--- config.mk ---
export PLATFORM = sky130hd
export DESIGN_NAME = seq_detect
export DESIGN_NICKNAME = d
export VERILOG_FILES = /design/src/rtl/seq_detect_pkg.sv /design/src/rtl/seq_detect_nxt.sv /design/src/rtl/seq_detect.sv
export SDC_FILE = /design/constraint.sdc
export NUM_CORES = 1
export LEC_CHECK = 0
export CAP_MARGIN = 20
export CORE_AREA = 2 2 39 41
export DETAILED_ROUTE_END_ITERATION = 6
export DIE_AREA = 0 0 41 43
export GPL_TIMING_DRIVEN = 0
export SLEW_MARGIN = 10
export SYNTH_ARGS = -nofsm -noshare
export SYNTH_HDL_FRONTEND = slang
export SYNTH_SLANG_ARGS = --single-unit
--- constraint.sdc ---
create_clock -name clk -period 1.4 [get_ports clk]
set_input_delay 0.21 -clock clk [delete_from_list [all_inputs] [get_ports clk]]
set_output_delay 0.21 -clock clk [all_outputs]
set_load 0.05 [all_outputs]
--- src/rtl/seq_detect_pkg.sv ---
// Shared constants and elaboration-time table generators for seq_detect.
package seq_detect_pkg;

  localparam int unsigned DEF_PAT_LEN = 5;
  localparam logic [15:0] DEF_PATTERN = 16'b0000_0000_0001_0010;
  localparam int unsigned MAX_PAT_LEN = 16;
  localparam int unsigned ENT_W       = 8;
  localparam int unsigned TBL_W       = 2 * MAX_PAT_LEN * ENT_W;

  // Width of the state register holding 0..len-1.
  function automatic int unsigned state_width(input int unsigned len);
    return (len < 2) ? 1 : $clog2(len);
  endfunction

  // Pattern bit i in arrival order (i = 0 is the first bit received).
  function automatic logic pat_bit(input logic [15:0] pat, input int unsigned len,
                                   input int unsigned i);
    logic [15:0] sh;
    sh = pat >> (len - 1 - i);
    return sh[0];
  endfunction

  // KMP failure value: longest proper prefix of the first k bits that is also their suffix.
  function automatic int unsigned fail_len(input logic [15:0] pat, input int unsigned len,
                                           input int unsigned k);
    logic ok;
    if (k < 2) return 0;
    for (int unsigned l = k - 1; l > 0; l--) begin
      ok = 1'b1;
      for (int unsigned j = 0; j < l; j++)
        if (pat_bit(pat, len, j) != pat_bit(pat, len, k - l + j)) ok = 1'b0;
      if (ok) return l;
    end
    return 0;
  endfunction

  // Entry {s,b} occupies ENT_W bits: bit 7 = match, bits 4:0 = next state.
  function automatic logic [TBL_W-1:0] gen_table(input logic [15:0] pat, input int unsigned len,
                                                 input bit overlap);
    logic [TBL_W-1:0] tbl;
    logic [ENT_W-1:0] ent;
    logic             bb;
    logic             hit;
    int unsigned      t;
    tbl = '0;
    for (int unsigned s = 0; s < len; s++) begin
      for (int unsigned bv = 0; bv < 2; bv++) begin
        bb  = (bv != 0);
        t   = s;
        hit = 1'b0;
        if (s == len - 1 && pat_bit(pat, len, s) == bb) begin
          hit = 1'b1;
          t   = overlap ? fail_len(pat, len, len) : 0;
        end else begin
          while (t > 0 && pat_bit(pat, len, t) != bb) t = fail_len(pat, len, t);
          if (pat_bit(pat, len, t) == bb) t = t + 1;
        end
        ent      = '0;
        ent[7]   = hit;
        ent[4:0] = 5'(t);
        tbl      = tbl | (TBL_W'(ent) << ((2 * s + bv) * ENT_W));
      end
    end
    return tbl;
  endfunction

endpackage

--- src/rtl/seq_detect_nxt.sv ---
// Combinational next-state and match lookup from the generated transition table.
module seq_detect_nxt
  import seq_detect_pkg::*;
#(
  parameter int unsigned          PAT_LEN = DEF_PAT_LEN,
  parameter logic [PAT_LEN-1:0]   PATTERN = DEF_PATTERN[PAT_LEN-1:0],
  parameter bit                   OVERLAP = 1'b1,
  parameter int unsigned          SW      = state_width(PAT_LEN)
) (
  input  logic [SW-1:0] s,
  input  logic          b,
  output logic [SW-1:0] s_nxt,
  output logic          hit
);

  localparam logic [TBL_W-1:0] TBL = gen_table(16'(PATTERN), PAT_LEN, OVERLAP);

  logic [7:0] base;

  // Select the table entry addressed by {state, bit}; unreachable states fall to 0.
  always_comb begin
    base  = {4'(s), b, 3'b000};
    s_nxt = TBL[base +: SW];
    hit   = TBL[base | 8'd7];
  end

endmodule

--- src/rtl/seq_detect.sv ---
// Serial pattern detector: KMP state register plus registered match pulse.
module seq_detect
  import seq_detect_pkg::*;
#(
  parameter int unsigned        PAT_LEN = DEF_PAT_LEN,
  parameter logic [PAT_LEN-1:0] PATTERN = DEF_PATTERN[PAT_LEN-1:0],
  parameter bit                 OVERLAP = 1'b1
) (
  output logic flag,
  input  logic din,
  input  logic clk,
  input  logic rst_n
);

  localparam int unsigned SW = state_width(PAT_LEN);

  logic [SW-1:0] s;
  logic [SW-1:0] s_nxt;
  logic          hit;

  seq_detect_nxt #(
    .PAT_LEN (PAT_LEN),
    .PATTERN (PATTERN),
    .OVERLAP (OVERLAP),
    .SW      (SW)
  ) u_nxt (
    .s     (s),
    .b     (din),
    .s_nxt (s_nxt),
    .hit   (hit)
  );

  // State and flag registers; reset clears both without waiting for a clock.
  always_ff @(posedge clk or negedge rst_n) begin
    if (!rst_n) begin
      s    <= '0;
      flag <= 1'b0;
    end else begin
      s    <= s_nxt;
      flag <= hit;
    end
  end

endmodule

### Word level (Yosys, flattened, before mapping)

Memory sizes are Yosys's and may differ from the RTL's. A register that Yosys moved wholly into a read port is not among the register bits.
Index checks and enable logic that the tools add are counted.

* input bits: 3
* register bits: 3
* ROM bits: 16
* word-level logic and storage cells: 4
* memories kept: 1

* reductions and logical operators: 1
* shifts and indexed selects: 1

Memories
* (name not given): words 16, width 1, rd ports 1, clocked after memory_dff 1, wr ports 0, RTL line seq_detect_nxt.sv:24 `hit = TBL[base | 8'd7];`

Operators with widths (count)
* 256-bit by 8-bit variable part select with 3-bit output, first input constant: 1
* 1-bit zero test: 1

### Longest topological paths before layout

* depth in word-level cells: 1
* gate-level depth with buffers: 2
* depth with buffers taken out: 2

### Modules after synthesis

Synthesis repeated with hierarchy kept, for this count alone.

* cell total of the unflattened synthesis: 15
* area, all modules: 166.4 µm²

By module, submodules not included
* seq_detect: sequential area each 100.1 µm², area an instance 100.1 µm², cells each 4, instances 1
* seq_detect_nxt: sequential area each 0.0 µm², area an instance 66.3 µm², cells each 11, instances 1

### Least setup slack after synthesis

No wires, ideal clock.

* kind: flip-flop to flip-flop
* start: register s[0]
* end: register s[1]
* arrival: 0.759 ns
* clock period less this slack: 0.879 ns
* path buffers: 0
* library setup time: 0.120 ns
* path slack: 0.521 ns
* data required time: 1.280 ns
* cell stages (with the launch flop): 3
* path through: dfrtp_1 -> xor2_1 -> o211a_1

* word-level cells in the longest chain between the ends: 1

RTL lines
* start, declared: RTL line seq_detect.sv:17 `logic [SW-1:0] s;`
* start signal, assigned: RTL line seq_detect.sv:39 `s <= s_nxt;`
* 256-bit by 8-bit variable part select with 3-bit output: RTL line seq_detect_nxt.sv:23 `s_nxt = TBL[base +: SW];`
* net s_nxt[1]: RTL line seq_detect.sv:18 `logic [SW-1:0] s_nxt;`

The timed path passes the listed nets, and every way through them passes these cells.

### Final worst setup path

* start: register flag
* end: output port flag

RTL lines
* start, declared: RTL line seq_detect.sv:9 `output logic flag,`

No word-level cell between the ends.

==> metrics.yaml <==
min_path:
  hp-class: "in -> async"
floorplan:
  dieArea_mm2: 0.00176
  rows: 14
  ioPinCount: 4
  die-height_um: 43
  die_x_um: 41
  core_mm2: 0.00138
  start_util: 0.122
yosys:
  yosysWarnings: 0
  syn_area_per_cell_um2: 11.3
  ys_seq_area_frac: 0.593
  synth_nets: 18
  synthCells: 15
  synth.cell_area_um2: 169
  synth_cell_types: 10
  ys_ff_latch: 4
timing:
  hold_viol: 0
  tightest_slew_ns: 0.488
  setup_viol: 0
  rsz0062_at_grt: "no"
  tns_ns: 0
  slew_headroom: 0.676
  fin_crit_sh: 0.903
  fin_skew_ns: 0.000656
  final.min_clock_period_ns: 1.26
  slew_violations: 0
  fmax_ghz: 0.791
clock_network:
  cts_buffers: 3
  ctsHoldBuffers: 0
  ctsHtreeMaxLevel: 1
  cts_resized: 1
  root_buffer: "clkbuf_4"
  cts_sinks: 4
  clock_path_buffers: 2
  cts_tree: "built"
  cts_setup_buffers: 0
  clock_latency_ns: 0.23
  path_clk_slew_ns: 0.03
place:
  dp_hpwl_um: 251
  gp_congestion: 0.604
  port_buffers: 3
power:
  p_leak_nw: 0.116
  vdd.ir_drop.worst_mv: 0.239
  power_density_mw_per_mm2: 1750
setup_path:
  cp-start-kind: "flop"
  critPathMaxStageDelay_ns: 0.52
  critPathTopFamily: "buffers and inverters"
  cpMaxStageDelayCell: "dlygate4sd2_1"
  reg2reg_depth: 2
  r2r_start: "s[0]"
  critPathKind: "reg -> out"
  required_ns: 1.19
  path_max_fanout: 1
  rrSetupSlack_ns: 0.47
  critPathArrivalTime_ns: 1.05
  crit_path_end_kind: "output pin"
  r2r_end: "s[1]"
  cp_num_buf_inv: 1
  path_cells: "dlygate4sd2_1"
route:
  wl_per_cell_um: 8.95
  vias: 128
  vias_per_cell: 3.46
  drtIter0Drc: 1
  drc: 0
  wl_um: 331
  first_pass_iters: 2
  detail-route-antenna-nets: 0
global_routing:
  grt_usage: 0.0533
  grt_max_degree: 7
  grt_pass1_vias: 153
  gr-total-overflow: 0
  grt_pass1_wl_um: 538
  antenna_found_initial: 0
status:
  outcome: "finished clean"
final_layout:
  layout.nets: 26
  diodes: 0
  final_common_cell: "dfrtp_1"
  final_cell_mix: "4 x dfrtp_1, 3 x clkbuf_4, 2 x inv_1, 2 x nand2_1, 2 x clkdlybuf4s50_1"
  area.growth.synth_to_final_pct: 42.2
  fin_util: 0.174
  final_layout_size_suffix_gt1_frac: 0.190
flow_run:
  drv_cap: 0
## Yosys cell counts, drive strengths merged
| master | instances | area, um^2 |
|---|---|---|
| o21ai | 1 | 5.00 |
| inv | 2 | 7.51 |
| dfrtp | 4 | 100 |
| nor3b | 1 | 7.51 |
| nor4b | 1 | 8.76 |
| o211a | 1 | 10.0 |
| nor3 | 1 | 5.00 |
| a31o | 1 | 8.76 |
| nand2 | 2 | 7.51 |
| xor2 | 1 | 8.76 |
## sequential cells by signal (all words and copies together), names as in the netlist
signal and count:
s 3, flag 1
## report_power, final
part           internal (mW)  total [mW]  switching [mW]
clock network         0.0954       0.136          0.0408
registers              0.148       0.194          0.0457
logic                 0.0512      0.0893          0.0381
## how the worst max path moves through the flow
stage | end | depth (start not counted) | startpoint
6_report | flag | 1 | flag
5_1_grt | flag | 1 | flag
4_1_cts | flag | 1 | flag
3_5_place_dp | flag | 1 | flag
3_3_place_gp | flag | 1 | flag
2_1_floorplan | s[1] | 2 | s[0]
## routing by layer
metal | vias up | GRT usage | routed length [um]
li1 | 64 | - | -
met1 | 61 | 0.0356 | 118
met2 | 3 | 0.0750 | 197
met3 | 0 | 0.0157 | 15
met5 | - | 0 | 0
met4 | 0 | 0.100 | 0
## kinds of logic (layout without fill, tap and decap cells)
kind of cell    after synthesis  count (layout)  share of synthesized area
flops                         4               4                      0.593
compound gates                3               3                      0.141
xor+xnor                      1               1                     0.0519
buf+inv                       2               8                     0.0445
simple gates                  5               5                      0.170
## area by class of cell
class | count | area (um^2)
clock buffers | 3 | 22.5
fillers | 159 | 1140
inverters | 2 | 7.51
multi-input cells | 9 | 61.3
flip-flops and latches | 4 | 100
well taps | 16 | 20.0
repair buffers | 3 | 28.8
## stage by stage
stage	setup WS (ns)	std cells	total power [mW]	hold WS, ns	area [um^2]
final	0.136	37	0.420	0.185	240
after global routing	0.0926	37	0.458	0.184	240
after CTS	0.118	37	0.429	0.183	240
after detailed placement	0.0916	34	0.286	0.428	219
after global placement	0.103	34	0.279	0.430	219
after floorplan	0.521	15	0.254	-0.0856	169
No activity file was read; power rests on OpenSTA's default activity.
==> edit, RTL diff (same flow settings) <==
Change the package constant `DEF_PAT_LEN` from 5 to 4.
--- a/src/rtl/seq_detect_pkg.sv
+++ b/src/rtl/seq_detect_pkg.sv
@@ -3,3 +3,3 @@
 
-  localparam int unsigned DEF_PAT_LEN = 5;
+  localparam int unsigned DEF_PAT_LEN = 4;
   localparam logic [15:0] DEF_PATTERN = 16'b0000_0000_0001_0010;
Formal check against the unedited RTL: not equivalent (Yosys sat finds a counterexample within 10 cycles, from zero or initial values and one cycle with rst_n low).
==> edit against the original RTL <==
Via count down 27%. Sequential cell count is 1 lower. Routed wire length decreased by 41%. Largest power group unchanged. Die area is the same. Synthesized area is 18% lower. Critical path type unchanged. Highest routed layer unchanged. Final cell count shrank 8.1%. Power barely moved. Final area is 11% lower. Hold slack got worse by 0.018 ns. Setup slack better by 0.0085 ns. Critical path depth is the same. Register-to-register slack got worse by 0.14 ns.
==> edit: results (changes against the original RTL) <==
STA
  • Final Max Slew Viols: 0 (unchanged)
  • Fin Clk Skew: 0.00279 ns (+0.00213 ns)
  • Rel. slew slack: 0.679 (+0.00280)

Placed design
  • RePlAce Congestion: 0.538 (-11%)
  • Placed Area: 189 µm² (-14%)
  • Input/output buffers: 3 (unchanged)
  • Post-DP HPWL: 151 µm (-40%)

Layout
  • Layout cell share with drive strength beyond 1: 0.278 (+0.0873)
  • Area grow syn2layout: 54.1%
  • Largest regs: s (2), flag (1)
  • N_diodes: 0 (unchanged)
  • Layout Nets: 24 (-7.7%)
  • Layout fillers: 153 (-3.8%)

Setup path
  • Crit path max-delay family: buffers and inverters
  • Worst Path Max Fanout: 1 (unchanged)
  • Slowest cell on crit path: dlygate4sd2_1
  • Largest stage delay, worst path: 0.52 ns (about the same)
  • Arr. time, crit path: 1.05 ns (about the same)

Routing
  • Final wirelength: 196 µm (-41%)
  • Initial DRC count: 0 (-1)
  • Drt first pass iters: 1 (-1)
  • Vias/cell: 2.76 (-20%)

Synth
  • Synthesized Nets: 16 (-2)
  • Top_reg_cell synth: dfrtp_1
  • Unique masters post-synth: 7 (-3)
  • Async set or reset register ratio after synthesis: 1.00 (unchanged)
  • Seq/Total Area, Yosys: 0.541 (-0.0521)
  • Largest cells by area after synthesis: dfrtp_1 54%, ha_1 18%, mux2_4 11%, and2_2 5.4%, inv_1 5.4%
  • Synth warnings: 0 (unchanged)
  • Commonest cells in the netlist: 3 x dfrtp_1, 2 x ha_1, 2 x inv_1

Outcome
  • Outcome: complete, no violations

GRT
  • Initial antenna violation count: 0 (unchanged)
  • GRT Util Overall: 0.0351 (-0.0182)
  • GR Util met1: 0.0383 (+0.00274)
  • Met3 usage: 0.0157 (unchanged)
  • Vias in the first global route: 102 (-33%)
  • Largest net degree at the start of global routing: 5 (-2)
  • First-pass GRT wire length: 365 µm (-32%)
  • Met2 GRT Util: 0.0344 (-0.0406)

Clock tree
  • Post-CTS setup buffers: 0 (unchanged)
  • Clock Tree Buf Depth: 2 (unchanged)
  • Total CTS buffers: 3 (unchanged)
  • Worst-Skew Late Latency: 0.23 ns (about the same)
  • CTS resizes: 1 (unchanged)
  • Reg clk slew, reported paths: 0.04 ns
  • CTS Root Cell: clkbuf_4
  • H-tree depth: 1 (unchanged)

Power and ir drop
  • VDD IR max: 0.459 mV (+92%)
  • P_leak: 0.108 nW (-6.7%)

Worst hold path
  • Worst min path class: primary input to asynchronous set/reset pin
edit: through the flow:
step | std cells | setup WS [ns] | power, mW
floorplan | 11 | 0.396 | 0.245
global placement | 30 | 0.0174 | 0.278
detailed placement | 30 | 0.0274 | 0.281
CTS | 34 | 0.128 | 0.428
global route | 34 | 0.0943 | 0.461
finish | 34 | 0.144 | 0.420
edit: metal layers:
| layer | vias to the layer above | part of all wire |
|---|---|---|
| li1 | 48 | - |
| met3 | 0 | 0.056 |
| met1 | 43 | 0.46 |
| met2 | 3 | 0.47 |
| met5 | - | 0 |
| met4 | 0 | 0 |
edit: layout make-up:
cell class | instances | area share
flip-flops and latches | 3 | 0.351
inverters | 2 | 0.0351
well taps | 16 | 0.0936
multi-input cells | 6 | 0.263
repair buffers | 3 | 0.135
clock buffers | 4 | 0.123
edit: final timing paths:
| kind | cells after the start | from | endpoint | slack (ns) |
|---|---|---|---|---|
| max reg2reg | 3 | s[0] | s[0] | 0.33 |
| max in group asynchronous | 1 | rst_n | s[1] | 1.09 |
| min in group clk | 1 | s[0] | s[1] | 0.49 |
| min | 1 | rst_n | s[0] | 0.17 |
| max | 1 | flag | flag | 0.14 |
| min reg2reg | 1 | s[0] | s[1] | 0.49 |
edit: logic make-up (layout without fill, tap and decap cells):
kind of cell | after synthesis | after routing | share of synthesized area
fa+ha+maj | 2 | 2 | 0.180
compound gates | 1 | 1 | 0.0360
mux | 1 | 1 | 0.108
buf+inv | 2 | 9 | 0.0541
flops | 3 | 3 | 0.541
simple gates | 2 | 2 | 0.0811
edit: power by group:
| part | internal, mW | leakage [nW] | switching (mW) | total (mW) |
|---|---|---|---|---|
| sequential | 0.124 | 0.0376 | 0.0314 | 0.155 |
| combinational | 0.0650 | 0.0557 | 0.0541 | 0.119 |
| clock | 0.106 | 0.0150 | 0.0392 | 0.146 |
| total | 0.295 | 0.108 | 0.125 | 0.420 |
